[src/rtl/ssd_bcd_driver_if.sv]
// Interface bundling the conversion handshake and display pins of
// ssd_bcd_driver. The driving side (CPU/bench) uses the master modport,
// the driver block uses the slave modport.
interface ssd_bcd_driver_if #(
  parameter int IN_W = 13
);
  logic [IN_W-1:0] value;
  logic            load;
  logic            busy;
  logic            done;
  logic [15:0]     bcd_out;
  logic [3:0]      anode;
  logic [6:0]      seg;

  modport master (
    output value, load,
    input  busy, done, bcd_out, anode, seg
  );

  modport slave (
    input  value, load,
    output busy, done, bcd_out, anode, seg
  );
endinterface

[src/rtl/ssd_bcd_driver.sv]
// ssd_bcd_driver: binary to 4-digit BCD (sequential double-dabble, one input
// bit per cycle) plus a continuously scanning common-anode 7-segment driver.
// Optional macro SSD_BLANK_EN enables leading-zero blanking; when undefined
// all four digits are always shown.
module ssd_bcd_driver #(
  parameter int IN_W        = 13,
  parameter int REFRESH_DIV = 100000
) (
  input  logic             clk,
  input  logic             rst,
  ssd_bcd_driver_if.slave  bus
);

  localparam int CNT_W = (IN_W > 1) ? $clog2(IN_W) : 1;
  localparam int REF_W = $clog2(REFRESH_DIV);

  typedef enum logic {
    IDLE,
    SHIFT
  } state_t;

  state_t            state;
  logic [IN_W-1:0]   bin_sr;
  logic [15:0]       scratch;
  logic [CNT_W-1:0]  bit_cnt;
  logic              busy_r;
  logic              done_r;
  logic [15:0]       bcd_r;

  logic [15:0]       corrected;
  logic [15:0]       scratch_next;
  logic [IN_W-1:0]   bin_next;

  logic [REF_W-1:0]  ref_cnt;
  logic              ref_wrap;
  logic [1:0]        digit_idx;
  logic [1:0]        idx_next;
  logic [3:0]        nibble;
  logic              blank;
  logic [3:0]        anode_next;
  logic [6:0]        seg_next;
  logic [3:0]        anode_r;
  logic [6:0]        seg_r;

  // Active-low gfedcba pattern for one BCD digit; non-BCD codes go dark.
  function automatic logic [6:0] seg_decode(input logic [3:0] d);
    case (d)
      4'd0:    seg_decode = 7'b1000000;
      4'd1:    seg_decode = 7'b1111001;
      4'd2:    seg_decode = 7'b0100100;
      4'd3:    seg_decode = 7'b0110000;
      4'd4:    seg_decode = 7'b0011001;
      4'd5:    seg_decode = 7'b0010010;
      4'd6:    seg_decode = 7'b0000010;
      4'd7:    seg_decode = 7'b1111000;
      4'd8:    seg_decode = 7'b0000000;
      4'd9:    seg_decode = 7'b0010000;
      default: seg_decode = 7'b1111111;
    endcase
  endfunction

  // One double-dabble step: add-3 correction on each nibble, then shift left.
  always_comb begin
    corrected = scratch;
    for (int unsigned i = 0; i < 4; i++) begin
      if (scratch[4*i +: 4] >= 4'd5)
        corrected[4*i +: 4] = scratch[4*i +: 4] + 4'd3;
    end
    {scratch_next, bin_next} = {corrected, bin_sr} << 1;
  end

  // Conversion FSM: capture on load in IDLE, IN_W shift steps, then publish.
  always_ff @(posedge clk) begin
    if (rst) begin
      state   <= IDLE;
      bin_sr  <= '0;
      scratch <= '0;
      bit_cnt <= '0;
      busy_r  <= 1'b0;
      done_r  <= 1'b0;
      bcd_r   <= '0;
    end else begin
      done_r <= 1'b0;
      case (state)
        IDLE: begin
          if (bus.load) begin
            bin_sr  <= bus.value;
            scratch <= '0;
            bit_cnt <= '0;
            busy_r  <= 1'b1;
            state   <= SHIFT;
          end
        end
        SHIFT: begin
          scratch <= scratch_next;
          bin_sr  <= bin_next;
          bit_cnt <= bit_cnt + 1'b1;
          if (bit_cnt == CNT_W'(IN_W - 1)) begin
            bcd_r  <= scratch_next;
            done_r <= 1'b1;
            busy_r <= 1'b0;
            state  <= IDLE;
          end
        end
        default: state <= IDLE;
      endcase
    end
  end

  // Next scan slot and the digit pattern it should show.
  always_comb begin
    ref_wrap = (ref_cnt == REF_W'(REFRESH_DIV - 1));
    idx_next = ref_wrap ? digit_idx + 2'd1 : digit_idx;
    nibble   = bcd_r[{idx_next, 2'b00} +: 4];
`ifdef SSD_BLANK_EN
    case (idx_next)
      2'd1:    blank = (bcd_r[15:4]  == 12'd0);
      2'd2:    blank = (bcd_r[15:8]  == 8'd0);
      2'd3:    blank = (bcd_r[15:12] == 4'd0);
      default: blank = 1'b0;
    endcase
`else
    blank = 1'b0;
`endif
    anode_next = blank ? 4'b1111 : ~(4'b0001 << idx_next);
    seg_next   = blank ? 7'b1111111 : seg_decode(nibble);
  end

  // Refresh divider and registered display outputs. Segments are re-evaluated
  // every cycle so a new bcd_out appears immediately without disturbing the scan.
  always_ff @(posedge clk) begin
    if (rst) begin
      ref_cnt   <= '0;
      digit_idx <= '0;
      anode_r   <= 4'b1110;
      seg_r     <= 7'b1000000;
    end else begin
      ref_cnt   <= ref_wrap ? '0 : ref_cnt + 1'b1;
      digit_idx <= idx_next;
      anode_r   <= anode_next;
      seg_r     <= seg_next;
    end
  end

  assign bus.busy    = busy_r;
  assign bus.done    = done_r;
  assign bus.bcd_out = bcd_r;
  assign bus.anode   = anode_r;
  assign bus.seg     = seg_r;

endmodule

[src/flat_wrapper.sv]
// flat-port wrapper written by rule: the top's interface ports become plain ports
module ssd_bcd_driver_flat 
#(
  parameter int IN_W        = 13,
  parameter int REFRESH_DIV = 100000
)
  (clk, rst, bus_value, bus_load, bus_busy, bus_done, bus_bcd_out, bus_anode, bus_seg);
  ssd_bcd_driver_if #(.IN_W(IN_W)) bus_i ();
  input  logic clk;
  input  logic rst;
  input wire logic [$bits(bus_i.value)-1:0] bus_value;
  input wire logic [$bits(bus_i.load)-1:0] bus_load;
  output wire logic [$bits(bus_i.busy)-1:0] bus_busy;
  output wire logic [$bits(bus_i.done)-1:0] bus_done;
  output wire logic [$bits(bus_i.bcd_out)-1:0] bus_bcd_out;
  output wire logic [$bits(bus_i.anode)-1:0] bus_anode;
  output wire logic [$bits(bus_i.seg)-1:0] bus_seg;
  assign bus_i.value = bus_value;
  assign bus_i.load = bus_load;
  assign bus_busy = bus_i.busy;
  assign bus_done = bus_i.done;
  assign bus_bcd_out = bus_i.bcd_out;
  assign bus_anode = bus_i.anode;
  assign bus_seg = bus_i.seg;
  ssd_bcd_driver #(.IN_W(IN_W), .REFRESH_DIV(REFRESH_DIV)) u_core (.clk(clk), .rst(rst), .bus(bus_i));
endmodule
[config.mk]
export PLATFORM = sky130hd
export DESIGN_NAME = ssd_bcd_driver_flat
export DESIGN_NICKNAME = d
export VERILOG_FILES = /design/src/rtl/ssd_bcd_driver_if.sv /design/src/rtl/ssd_bcd_driver.sv /design/src/flat_wrapper.sv
export SDC_FILE = /design/constraint.sdc
export NUM_CORES = 1
export LEC_CHECK = 0
export CAP_MARGIN = 20
export CORE_ASPECT_RATIO = 0.75
export CORE_MARGIN = 2
export CORE_UTILIZATION = 42
export DETAILED_ROUTE_END_ITERATION = 8
export PLACE_DENSITY_LB_ADDON = 0.08
export SLEW_MARGIN = 40
export SYNTH_ARGS = -nofsm -noshare
export SYNTH_HDL_FRONTEND = slang
export SYNTH_SLANG_ARGS = --single-unit
[constraint.sdc]
create_clock -name clk -period 2.9 [get_ports clk]
set_input_delay 0.58 -clock clk [delete_from_list [all_inputs] [get_ports clk]]
set_output_delay 0.58 -clock clk [all_outputs]
set_load 0.05 [all_outputs]
==> results.py <==
metrics = {
    "yosys": {
        "dominantRegCellSynth": "dfxtp_1",
        "synth_cell_type_count": 51,
        "synth_top_family_by_area": "simple AND/OR/NAND/NOR gates",
        "synth_xor_area_share_pct": 4.37,
        "synth_area_per_cell_um2": 8.39,
        "synth.top_cells.by_count": "82 x dfxtp_1, 78 x nor2_1, 52 x a21oi_1, 38 x nand2_1, 25 x mux2i_1",
        "synth-adder-area-share_pct": 3.77,
        "synth_edf_count": 0,
        "synthSimpleGateAreaFrac_pct": 26.3,
        "yosys.area.top_type": "dfxtp_1",
        "synth_fp_nets": 503,
        "syn_area_um2": 3980,
        "async_flop_share_pct": 0,
        "synthesis.instances": 475,
        "synth_compound_area_share_pct": 12.6,
        "synth.mux.area_fraction_pct": 7.22,
        "synth_top_area_share_pct": 41.2,
        "synth_area_leaders": "dfxtp_1 41%, nor2_1 7.3%, a21oi_1 6.5%, mux2i_1 6.3%, ha_1 3.8%",
        "synth_warnings": 0,
        "synth-seq-area-share_pct": 41.2,
        "synth-seq-cells": 82,
        "yosysMostFrequentCell": "dfxtp_1",
    },
    "clock_tree": {
        "cts_root_buf": "clkbuf_16",
        "cts_max_path_buffers": 2,
        "cts_max_level": 3,
        "clk_latency_ns": 0.34,
        "clk_pin_slew_ns": 0.06,
        "numCtsBuffers": 9,
        "cts_tree": "done",
        "cts-hold-fix-buffers": 0,
        "clkSinkCount": 82,
    },
    "die": {
        "die_w_um": 116,
        "ioPinCount": 45,
        "rows": 30,
        "core_um2": 9120,
        "dieArea_um2": 10300,
        "fp.dieH_um": 88.3,
        "start_util_pct": 43.7,
    },
    "power_and_ir_drop": {
        "p_leak_nw": 1.79,
        "power_density_nw_per_um2": 487,
        "vdd_drop_max_mv": 0.332,
    },
    "routing": {
        "antenna_left": 0,
        "wire_per_inst_um": 13.8,
        "totalWireLength_um": 9030,
        "first_iter_violations": 143,
        "viasPerCell": 5.16,
        "drcViolationCount": 0,
        "dr.pass1.iters": 4,
        "vias": 3371,
    },
    "timing": {
        "slew_headroom_pct": 49.5,
        "timing.hold.ws_ns": 0.465,
        "clock_skew_ns": 0.00510,
        "setup_viol": 0,
        "timing.final.crit_share_pct": 95.9,
        "tightest_slew_ns": 0.758,
        "final_max_slew_viol_count": 0,
        "post-route-min-period_ns": 2.78,
        "hold_viol_final": 0,
        "max_freq_mhz": 359,
        "fin_setup_tns_ns": 0,
        "setup_ws_ns": 0.118,
    },
    "layout": {
        "final_design_area_no_fill_um2": 4930,
        "post-route-util_pct": 54.0,
        "nNetsFinal": 549,
        "synthToLayoutAreaGrowth_pct": 23.7,
        "drive_gt1_share_pct": 10.3,
        "multi_input_area_um2": 2200,
        "fill_cells": 882,
        "final-seq-area_um2": 1650,
        "diodes": 0,
    },
    "min_path": {
        "hp-class": "flop to flop",
    },
    "critical_path": {
        "worstPathArrival_ns": 3.05,
        "max_stage_delay_ns": 0.54,
        "cp.required_ns": 3.17,
        "cp_max_fo": 6,
        "path_cells": "or4_4, nor4_4, buf_4, nand3b_1, a21boi_2, o221ai_2, inv_2, ha_4, inv_1, or2_2, a21oi_1",
        "crit_type": "flop to flop",
        "slowest_stage": "or4_4",
        "critPathCaptureType": "flop",
        "cp-start-kind": "flop",
    },
    "place": {
        "gp_congestion": 0.766,
        "post_dp_cell_area_um2": 4570,
        "post-place-ws_ns": 0.0887,
        "io_buffer_count": 44,
        "post-dp-hpwl_um": 6210,
    },
    "global_route": {
        "grt_overflow": 0,
        "grt_pass1_vias": 3086,
        "antenna_found_initial": 0,
        "grt_pass1_wl_um": 15000,
        "grt_max_degree": 60,
        "grt_usage_pct": 18.5,
    },
    "run": {
        "maxCapViolations": 0,
    },
    "run_status": {
        "outcome": "completed",
    },
}
[metal layers]
metal	vias up	share of wire [%]	global-route usage, %
met5	-	0	0
met4	0	0.91	5.09
met3	7	4.1	5.68
met2	60	46	29.2
met1	1571	49	24.7
li1	1733	-	-
[flip-flops by register name, summed over array words and instances (netlist names)]
name,count
u_core.scratch,16
u_core.bus.done,1
u_core.bin_sr,13
u_core.ref_cnt,17
u_core.bus.bcd_out,16
u_core.state,1
u_core.digit_idx,2
u_core.bus.busy,1
u_core.bus.anode,4
u_core.bus.seg,7
u_core.bit_cnt,4
[what timing repair did]
action,4_1_cts,5_1_grt
setup endpoints to repair,0,2
hold endpoints to repair,0,0
buffers inserted,0,5
resized for setup,0,9
[worst max-delay path, delay by kind of cell (launching register included)]
kind / cells / cell delay (ns)
buffers and inverters: 3 / 0.30
AOI/OAI and AO/OA: 3 / 0.57
adders and majority gates: 1 / 0.26
and+or+nand+nor: 4 / 1.21
DFF: 1 / 0.36
[cell type report]
class | count | area share (%)
Multi-Input combinational cell | 349 | 44.6
Clock buffer | 12 | 5.00
Timing Repair Buffer | 62 | 11.6
Clock inverter | 3 | 0.812
Sequential cell | 82 | 33.4
Inverter | 17 | 1.29
Tap cell | 128 | 3.25
[path summary, 6_finish.rpt]
| check | endpoint | slack, ns | depth (start not counted) | start |
|---|---|---|---|---|
| max | u_core.bus.seg[1] | 0.12 | 11 | u_core.ref_cnt[8] |
| max reg2reg | u_core.bus.seg[1] | 0.12 | 11 | u_core.ref_cnt[8] |
| min reg2reg | u_core.ref_cnt[0] | 0.47 | 1 | u_core.ref_cnt[0] |
| min | u_core.ref_cnt[0] | 0.47 | 1 | u_core.ref_cnt[0] |
[logic make-up (layout without fill, tap and decap cells)]
kind of cell	Yosys count	after routing
xor gates and xnor gates	19	19
adders and majority gates	12	12
buffers and inverters	44	94
muxes	28	28
AOI/OAI and AO/OA	86	86
DFF	82	82
and+or+nand+nor	204	204
[power by group]
| part | leakage, nW | internal (mW) | total [mW] | switching (mW) |
|---|---|---|---|---|
| Sequential | 0.665 | 1.14 | 1.16 | 0.0177 |
| Combinational | 0.986 | 0.0497 | 0.118 | 0.0683 |
| Clock | 0.142 | 0.683 | 1.12 | 0.437 |
| Total | 1.79 | 1.88 | 2.40 | 0.523 |
[per-stage QoR]
stage	instances	power, mW
detailed placement	633	1.31
floorplan	475	1.26
finish	653	2.40
global route	653	2.49
CTS	648	2.43
global placement	633	1.31
[placed cells by master, fill, tap and decap left out, types with 3 or more instances in the layout]
cell type,instances
xor2_1,10
nor3_1,18
nand4_1,7
nand2_1,38
nor2_1,78
o21ai_0,12
a211oi_1,7
nand3b_1,5
xnor2_1,8
clkbuf_16,9
mux2i_1,25
ha_1,11
nand3_1,10
a21oi_1,52
buf_4,18
and4_1,3
inv_1,15
nor3b_1,13
nand2b_1,8
o21a_1,3
clkdlybuf4s50_1,43
dfxtp_1,79
or3_1,6
No activity file was read; power rests on OpenSTA's default activity.
